--- src/rtl/rv_fetch_queue.sv ---
// rv_fetch_queue - instruction prefetch queue for the multicycle RISC-V core.
//
// The queue keeps up to DEPTH fetch requests in flight. Each response from the
// in-order memory is stored together with its PC. Decode pops the oldest entry
// through a valid/ready handshake. A redirect flushes the queue and restarts
// fetch at a new PC. Responses that were already in flight at the redirect are
// counted, and they are dropped when they arrive.
//
// Ports:
//   clk, rst                 clock (rising edge), asynchronous active-low reset
//   mem_req_valid/ready      fetch request handshake
//   mem_req_addr             word address of the request (PC[ADDR_W-1:2])
//   mem_rsp_valid/data       in-order response, one per accepted request
//   redirect, redirect_pc    one-cycle flush pulse and new fetch byte address
//   instr_valid/ready        queue head handshake towards decode
//   instr, instr_pc          head instruction and its byte PC
//   outstanding              accepted requests not yet answered (incl. discards)
module rv_fetch_queue #(
  parameter int                XLEN     = 32,
  parameter int                ADDR_W   = 32,
  parameter int                DEPTH    = 4,
  parameter logic [ADDR_W-1:0] RESET_PC = '0
) (
  input  logic                    clk,
  input  logic                    rst,
  output logic                    mem_req_valid,
  input  logic                    mem_req_ready,
  output logic [ADDR_W-3:0]       mem_req_addr,
  input  logic                    mem_rsp_valid,
  input  logic [XLEN-1:0]         mem_rsp_data,
  input  logic                    redirect,
  input  logic [ADDR_W-1:0]       redirect_pc,
  output logic                    instr_valid,
  input  logic                    instr_ready,
  output logic [XLEN-1:0]         instr,
  output logic [ADDR_W-1:0]       instr_pc,
  output logic [$clog2(DEPTH):0]  outstanding
);

  localparam int PW = $clog2(DEPTH);
  localparam int CW = PW + 1;
  localparam int WW = ADDR_W - 2;
  localparam logic [WW-1:0] RESET_WORD  = RESET_PC[ADDR_W-1:2];
  localparam logic [CW:0]   DEPTH_LIMIT = (CW+1)'(DEPTH);

  // PCs are kept as word addresses. The byte-offset bits are always zero.
  logic [WW-1:0]   fetch_pc_reg, fetch_pc_next;
  logic [WW-1:0]   rsp_pc_reg, rsp_pc_next;
  logic [CW-1:0]   count_reg, count_next;
  logic [CW-1:0]   outstanding_reg, outstanding_next;
  logic [CW-1:0]   discard_reg, discard_next;
  logic [PW-1:0]   head_reg, head_next;
  logic [PW-1:0]   tail_reg, tail_next;
  logic [XLEN-1:0] instr_reg, instr_next;
  logic [WW-1:0]   instr_pc_reg, instr_pc_next;

  logic [XLEN-1:0] data_mem [DEPTH];
  logic [WW-1:0]   pc_mem   [DEPTH];

  logic credit_ok;
  logic req_fire;
  logic wr_en;
  logic pop;
  logic unused_redirect_lsbs;

  assign unused_redirect_lsbs = ^redirect_pc[1:0];

  // A new request is issued only if its response is sure to have a free
  // slot, counting both the queued entries and the requests in flight.
  assign credit_ok     = ({1'b0, count_reg} + {1'b0, outstanding_reg}) < DEPTH_LIMIT;
  assign mem_req_valid = rst & ~redirect & credit_ok;
  assign mem_req_addr  = fetch_pc_reg;
  assign req_fire      = mem_req_valid & mem_req_ready;

  assign instr_valid = (count_reg != '0);
  assign instr       = instr_reg;
  assign instr_pc    = {instr_pc_reg, 2'b00};
  assign outstanding = outstanding_reg;

  // A response is stored only when it is not stale.
  assign wr_en = mem_rsp_valid & ~redirect & (discard_reg == '0);
  assign pop   = instr_valid & instr_ready & ~redirect;

  always_comb begin
    fetch_pc_next    = fetch_pc_reg + WW'(req_fire);
    rsp_pc_next      = rsp_pc_reg + WW'(wr_en);
    count_next       = count_reg + CW'(wr_en) - CW'(pop);
    outstanding_next = outstanding_reg + CW'(req_fire) - CW'(mem_rsp_valid);
    discard_next     = discard_reg - CW'(mem_rsp_valid && (discard_reg != '0));
    head_next        = head_reg + PW'(pop);
    tail_next        = tail_reg + PW'(wr_en);
    instr_next       = instr_reg;
    instr_pc_next    = instr_pc_reg;

    if (redirect) begin
      fetch_pc_next = redirect_pc[ADDR_W-1:2];
      rsp_pc_next   = redirect_pc[ADDR_W-1:2];
      count_next    = '0;
      head_next     = '0;
      tail_next     = '0;
      // Every request still in flight becomes stale. A response that arrives
      // in this cycle is already dropped, so it does not count.
      discard_next  = outstanding_reg - CW'(mem_rsp_valid);
    end else if (count_next != '0) begin
      // The head registers load the entry that will be at the head next
      // cycle. If the queue would otherwise be empty, that entry is the one
      // being written now, so it is taken straight from the response.
      if (wr_en && (head_next == tail_reg)) begin
        instr_next    = mem_rsp_data;
        instr_pc_next = rsp_pc_reg;
      end else begin
        instr_next    = data_mem[head_next];
        instr_pc_next = pc_mem[head_next];
      end
    end
  end

  always_ff @(posedge clk or negedge rst) begin
    if (!rst) begin
      fetch_pc_reg    <= RESET_WORD;
      rsp_pc_reg      <= RESET_WORD;
      count_reg       <= '0;
      outstanding_reg <= '0;
      discard_reg     <= '0;
      head_reg        <= '0;
      tail_reg        <= '0;
      instr_reg       <= '0;
      instr_pc_reg    <= RESET_WORD;
    end else begin
      fetch_pc_reg    <= fetch_pc_next;
      rsp_pc_reg      <= rsp_pc_next;
      count_reg       <= count_next;
      outstanding_reg <= outstanding_next;
      discard_reg     <= discard_next;
      head_reg        <= head_next;
      tail_reg        <= tail_next;
      instr_reg       <= instr_next;
      instr_pc_reg    <= instr_pc_next;
    end
  end

  // Queue storage has no reset. Only entries between head and tail are read.
  always_ff @(posedge clk) begin
    if (wr_en) begin
      data_mem[tail_reg] <= mem_rsp_data;
      pc_mem[tail_reg]   <= rsp_pc_reg;
    end
  end

endmodule

--- config.mk ---
export PLATFORM = sky130hd
export DESIGN_NAME = rv_fetch_queue
export DESIGN_NICKNAME = d
export VERILOG_FILES = /design/src/rtl/rv_fetch_queue.sv
export SDC_FILE = /design/constraint.sdc
export NUM_CORES = 1
export LEC_CHECK = 0
export ABC_CLOCK_PERIOD_IN_PS = 15900
export BUFFER_PORTS_ARGS = -buffer_cell sky130_fd_sc_hd__buf_2
export CORE_ASPECT_RATIO = 0.7
export CORE_MARGIN = 8
export CORE_UTILIZATION = 29
export DETAILED_ROUTE_END_ITERATION = 8
export GPL_ROUTABILITY_DRIVEN = 0
export MAX_ROUTING_LAYER = met4
export PLACE_DENSITY = 0.55
export SYNTH_ARGS = -nofsm -noshare
export SYNTH_HDL_FRONTEND = slang
export SYNTH_SLANG_ARGS = --single-unit
--- constraint.sdc ---
create_clock -name clk -period 15.9 [get_ports clk]
set_input_delay 0.795 -clock clk [delete_from_list [all_inputs] [get_ports clk]]
set_output_delay 0.795 -clock clk [all_outputs]
set_load 0.005 [all_outputs]
==> metrics.yaml, run 1 <==
yosys:
  synth_xor_area_frac: 0.01995
  synth_compound_area_frac: 0.05150
  muxShareOfSynthArea: 0.1013
  synthCells: 1083
  synth_ff_type: "edfxtp_1"
  synthTopCellsByCount: "248 x edfxtp_1, 144 x nand2_1, 135 x dfrtp_1"
  synth_top_area_share: 0.4694
  synth_area_leader_cell: "edfxtp_1"
  syn-cell-area_um2: 15860
  ys_seq_area_frac: 0.6824
  yosysWarnings: 0
  synthSimpleGateAreaFrac: 0.1080
  avgSynthCellArea_um2: 14.65
  synth-edff-count: 248
  synth.area.top_cells: "edfxtp_1 47%, dfrtp_1 21%, mux4_2 8.8%"
  synth_fa_ha_area_frac: 0.01514
  ys_seq_elements: 383
  synth_top_family_by_area: "simple AND/OR/NAND/NOR gates"
  async_reset_ff_frac: 0.3525
  synth_cell_types: 48
  yosysMostFrequentCell: "edfxtp_1"
critical_path:
  crit_required_ps: 16360
  worstSetupEndpointType: "register"
  crit_path_max_incr_delay_ps: 710
  crit_path_cell_trace: "buf_2 -> nor2b_1 -> nand2_1 -> ha_1 -> inv_1 -> ha_1 -> inv_1 -> fa_1 -> xnor3_1 -> a31oi_4 -> buf_4 -> buf_4 -> nor2_1 -> a31oi_1"
  cp_data_arrival_time_ps: 4880
  worst-path-max-fanout: 63
  worstSetupPathType: "input pin to register"
  start_kind: "input pin"
  slowest_stage: "buf_2"
placement:
  portBuffers: 164
  dp_slack_ps: 10890
  dp_cells: 1933
  dp_hpwl_mm: 25.45
  dpl-instance-area_um2: 17540
clocking:
  cts_setup_buffers: 0
  clockBufferDepth: 3
  numClockSinks: 383
  clkTransAtPathRegs_ps: 60
  cts_hold_buffers: 0
  cts_root_buf: "clkbuf_16"
  clk_latency_ps: 560
  cts_buffers: 41
  h-tree-depth: 2
  cts_tree: "done"
  ctsResizeCount: 0
timing:
  max_freq_mhz: 226.0
  slew_headroom: 0.1968
  timing.final.ws_setup_ps: 11470
  fin_setup_tns_ps: 0
  fin_crit_sh: 0.2783
  fin_skew_ps: 24.36
  hold_viol: 0
  rsz0062_at_grt: "false"
  post-route-min-period_ps: 4425
  worstMarginPinSlew_ps: 1203
  finalMaxSlewViolations: 0
  setup_viol: 0
global_route:
  antenna_found_initial: 2
  grt.overflow.total: 0
  grt.total_usage: 0.1336
  grt_pass1_vias: 10071
  grt_pass1_wl_mm: 62.04
  grt_max_degree: 71
floorplanning:
  fp-row-count: 71
  initial_core_util: 0.2942
  dieHeight_um: 211.7
  die_x_um: 295.6
  dieArea_um2: 62560
  pin_count: 169
  coreArea_um2: 53920
drt:
  postRouteAntennaNets: 0
  num_vias: 9706
  vias_per_cell: 4.831
  wl_mm: 41.20
  drt_first_iter_violations: 598
  drc: 0
  drtPass1Iterations: 5
  post_drt_wl_per_cell_um: 20.51
power:
  leakagePower_nw: 6.721
  irDropWorstVdd_mv: 0.06041
  p_per_area_nw_per_um2: 154.5
status:
  outcome: "finished clean"
cells_and_area:
  layout-drive-gt1-share: 0.2613
  stdcell_count: 2009
  finalInstanceArea_um2: 18870
  largest_reg_flops: 128
  final_nets: 1334
  area_growth_syn_to_layout_pct: 18.92
  postLayoutCoreUtil: 0.3499
hold_path:
  hold_class: "input pin to asynchronous set/reset pin"
run:
  cap_violations: 0
-- metal layers --
metal | wire [um] | track usage
met1 | 19370 | 0.1796
met2 | 18410 | 0.1997
met3 | 2667 | 0.03715
met4 | 748 | 0.03312
met5 | 0 | -
-- stage by stage --
| stage | total power, mW | hold slack, ps |
|---|---|---|
| final | 2.915 | 150.3 |
| after global routing | 3.087 | 167.4 |
| after CTS | 2.975 | 145.5 |
| after detailed placement | 2.009 | 539.9 |
| after global placement | 1.991 | 527.4 |
| after floorplan | 1.727 | 475.2 |
-- final cells by class --
class                      count  area, um^2
fill                        5243       35060
timing repair buffer         179       939.7
clock inverter                17       182.7
multi-input combinational    618        4773
clock buffer                  58        1142
inverter                      23       86.33
sequential                   383       10830
tap                          730       913.4
antenna                        1       2.502
-- report_power, final --
part / internal [mW] / switching (mW) / leakage, nW / total [mW]
clock network: 0.554 / 0.398 / 0.631 / 0.952
registers: 1.19 / 0.0864 / 3.76 / 1.28
logic: 0.298 / 0.386 / 2.33 / 0.683
-- cells in the final DEF (no fill, tap or decap), drive strengths merged, types with 8 or more instances in the layout --
master,synthesis,layout
edfxtp,248,248
buf,20,179
nand2,144,144
dfrtp,135,135
nor2,91,91
a31oi,79,79
mux4,62,62
clkbuf,40,58
inv,22,25
xnor2,23,23
nand4,18,18
nor3,17,17
mux2,16,16
ha,16,16
and4,14,14
o21ai,13,13
or4,12,12
nand3,11,11
a211oi,10,10
nor2b,9,9
or3,9,9
a21oi,9,9
nor4,9,9
and3,8,8
xor2,8,8
-- path summary, 6_finish.rpt --
| kind | from | to | slack, ps | depth (start not counted) |
|---|---|---|---|---|
| setup / recovery | redirect | instr[16] | 11470 | 14 |
| max in group asynchronous | rst | instr[16] | 14560 | 2 |
| hold reg to reg | instr[6] | instr[6] | 550 | 2 |
| hold / removal | rst | mem_req_addr[12] | 150 | 1 |
| setup reg to reg | count_reg[1] | instr[16] | 11690 | 13 |
| min in group clk | mem_rsp_data[6] | data_mem[2][6] | 480 | 1 |
-- logic make-up after synthesis --
kind of cell               count (synthesis)
DFF                                      383
and+or+nand+nor                          356
AOI/OAI and AO/OA                        128
buffers and inverters                     83
muxes                                     81
xor gates and xnor gates                  33
adders and majority gates                 18
other                                      1
-- critical path: cells and delay by family --
kind | cells | cell delay (ps)
adders and majority gates | 3 | 770
xor gates and xnor gates | 1 | 250
AOI/OAI and AO/OA | 2 | 360
and+or+nand+nor | 3 | 470
buffers and inverters | 5 | 2080
Power figures use the tool's default switching activity.
==> run 2, diff against run 1 <==
--- a/config.mk
+++ b/config.mk
@@ -5,7 +5,7 @@
 export SDC_FILE = /design/constraint.sdc
 export NUM_CORES = 1
 export LEC_CHECK = 0
-export ABC_CLOCK_PERIOD_IN_PS = 15900
+export ABC_CLOCK_PERIOD_IN_PS = 3900
 export BUFFER_PORTS_ARGS = -buffer_cell sky130_fd_sc_hd__buf_2
 export CORE_ASPECT_RATIO = 0.7
 export CORE_MARGIN = 8
@@ -13,7 +13,7 @@
 export DETAILED_ROUTE_END_ITERATION = 8
 export GPL_ROUTABILITY_DRIVEN = 0
 export MAX_ROUTING_LAYER = met4
-export PLACE_DENSITY = 0.55
+export PLACE_DENSITY = 0.57
 export SYNTH_ARGS = -nofsm -noshare
 export SYNTH_HDL_FRONTEND = slang
 export SYNTH_SLANG_ARGS = --single-unit
==> constraint.sdc (replaced) <==
create_clock -name clk -period 3.9 [get_ports clk]
set_input_delay 0.195 -clock clk [delete_from_list [all_inputs] [get_ports clk]]
set_output_delay 0.195 -clock clk [all_outputs]
set_load 0.005 [all_outputs]
==> run 2 against run 1 <==
Global-route usage grew 0.29 points. First-iteration DRC count increased by 15%. Flip-flop and latch count is the same. Non-clock buffer count is 69 higher. Routed wire length increased by 1.3%. Sequential share of layout area is 2.5 points lower. Critical path depth shrank 2. Clock power grew to 4.2 times the previous value. Die area is the same. Sequential power rose to 4.1 times the previous value.
==> metrics.yaml, run 2 (synthesized netlist as in run 1, its figures left out) <==
drt:
  wl_mm: 41.72
  post_drt_wl_per_cell_um: 20.11
  vias_per_cell: 4.815
  num_vias: 9987
  drtPass1Iterations: 5
  drt_first_iter_violations: 689
  drc: 0
  postRouteAntennaNets: 0
critical_path:
  worstSetupEndpoint: "instr_pc_reg[16]"
  critical-path-top-delay-family: "adder cells"
  crit_path_cell_trace: "or3_1 -> and3_1 -> ha_1 -> inv_1 -> ha_1 -> inv_1 -> fa_1 -> xnor3_1 -> a31oi_4 -> buf_4 -> nor2_1 -> a31oi_1"
  worstSetupPathType: "register to register"
  r2r-end: "instr_pc_reg[16]"
  crit_path_max_incr_delay_ps: 440
  worst-path-stages: 12
  worstSetupEndpointType: "register"
  start_kind: "register"
  cp_data_arrival_time_ps: 3740
  rrSetupSlack_ps: 620
  slowest_stage: "dfrtp_1"
  worst-path-max-fanout: 24
  reg2reg_from: "count_reg[1]"
  cp-startpoint: "count_reg[1]"
  cp_num_buf_inv: 3
  rr_worst_depth: 12
  crit_required_ps: 4360
clocking:
  h-tree-depth: 2
  numClockSinks: 383
  cts_tree: "done"
  cts_setup_buffers: 0
  cts_buffers: 40
  clk_latency_ps: 540
  clockBufferDepth: 3
  cts_root_buf: "clkbuf_16"
  clkTransAtPathRegs_ps: 60
global_route:
  grt_max_degree: 71
  grt.total_usage: 0.1365
  grt_pass1_wl_mm: 63.90
  antenna_found_initial: 0
  grt.overflow.total: 0
  grt_pass1_vias: 10473
hold_path:
  hold_class: "input pin to register"
timing:
  rsz0062_at_grt: "false"
  hold_viol: 0
  setup_viol: 0
  fin_setup_tns_ps: 0
  finalMaxSlewViolations: 0
  fin_crit_sh: 0.8405
  timing.final.ws_setup_ps: 622.1
  hold_slack_ps: 30.43
  max_freq_mhz: 305.1
  slew_headroom: 0.3919
  worstMarginPinSlew_ps: 912.2
  post-route-min-period_ps: 3278
  fin_skew_ps: 17.62
cells_and_area:
  final_common_cell: "edfxtp_1"
  final_nets: 1402
  largest_reg_flops: 128
  final_cell_mix: "248 x edfxtp_1, 163 x buf_2, 144 x nand2_1"
  n_antenna_cell: 0
  area_growth_syn_to_layout_pct: 24.37
  fillCellCount: 5135
  layout-drive-gt1-share: 0.2522
power:
  swShare: 0.2943
  power.clock.fraction: 0.329
  p_per_area_nw_per_um2: 617.0
  combPwrFrac: 0.242
  p_switching_mw: 3.583
  leakagePower_nw: 7.079
  irDropWorstVdd_mv: 0.3722
  p_int_mw: 8.591
  pwr-share-seq: 0.429
floorplanning:
  die_x_um: 295.6
  coreArea_um2: 53920
  dieArea_um2: 62560
  fp-row-count: 71
  initial_core_util: 0.2942
  pin_count: 169
  dieHeight_um: 211.7
run:
  cap_violations: 0
placement:
  portBuffers: 164
  dp_slack_ps: 612.0
  dp_hpwl_mm: 25.24
status:
  outcome: "finished clean"
[run 2: per-layer routing]
layer / share of wire / vias to the layer above / track usage
li1: - / 4575 / -
met1: 0.47 / 5136 / 0.1841
met2: 0.46 / 226 / 0.2090
met3: 0.055 / 50 / 0.03129
met4: 0.017 / 0 / 0.03295
met5: 0 / - / -
[run 2: timing repair]
action	CTS	global route
endpoints found under the hold margin	245	0
hold buffers	63	0
resized for setup	0	0
[run 2: through the flow]
step	cells	power [mW]	utilization	area (um^2)
after floorplan	1084	7.036	-	15880
after global placement	1939	8.209	0.3289	17730
after detailed placement	1939	8.280	0.3289	17730
after CTS	2074	12.37	0.3659	19730
after global routing	2074	12.85	0.3659	19730
final	2074	12.17	0.3659	19730
[run 2: worst min-delay path by stage]
stage | startpoint | slack (ps) | end | cells after the start
after detailed placement | rst | 120 | rsp_pc_reg[11] | 1
after CTS | redirect_pc[30] | 1 | rsp_pc_reg[28] | 3
after global placement | rst | 120 | rsp_pc_reg[11] | 1
after floorplan | rst | -100 | count_reg[0] | 0
final | redirect_pc[30] | 30 | rsp_pc_reg[28] | 3
after global routing | redirect_pc[30] | 30 | rsp_pc_reg[28] | 3
[run 2: final cells by class]
cell class | count | area (um^2) | share of cell area
flip-flops and latches | 383 | 10830 | 0.5487
multi-input cells | 618 | 4786 | 0.2426
repair buffers | 248 | 1753 | 0.08885
clock buffers | 56 | 1144 | 0.05796
well taps | 730 | 913.4 | 0.04629
clock inverters | 16 | 222.7 | 0.01129
inverters | 23 | 86.33 | 0.004376
[run 2: power by group through the flow]
stage	clock network [mW]	registers, mW	logic [mW]
floorplan	0	5.26	1.77
global placement	0	5.28	2.93
detailed placement	0	5.31	2.97
CTS	4.12	5.23	3.03
global route	4.26	5.30	3.30
finish	4.01	5.22	2.94
[run 2: worst min-delay path, delay by kind of cell]
family                 cells  cell delay [ps]
buffers and inverters      1              100
AND/OR/NAND/NOR            1               80
AO/OA/AOI/OAI              1              140
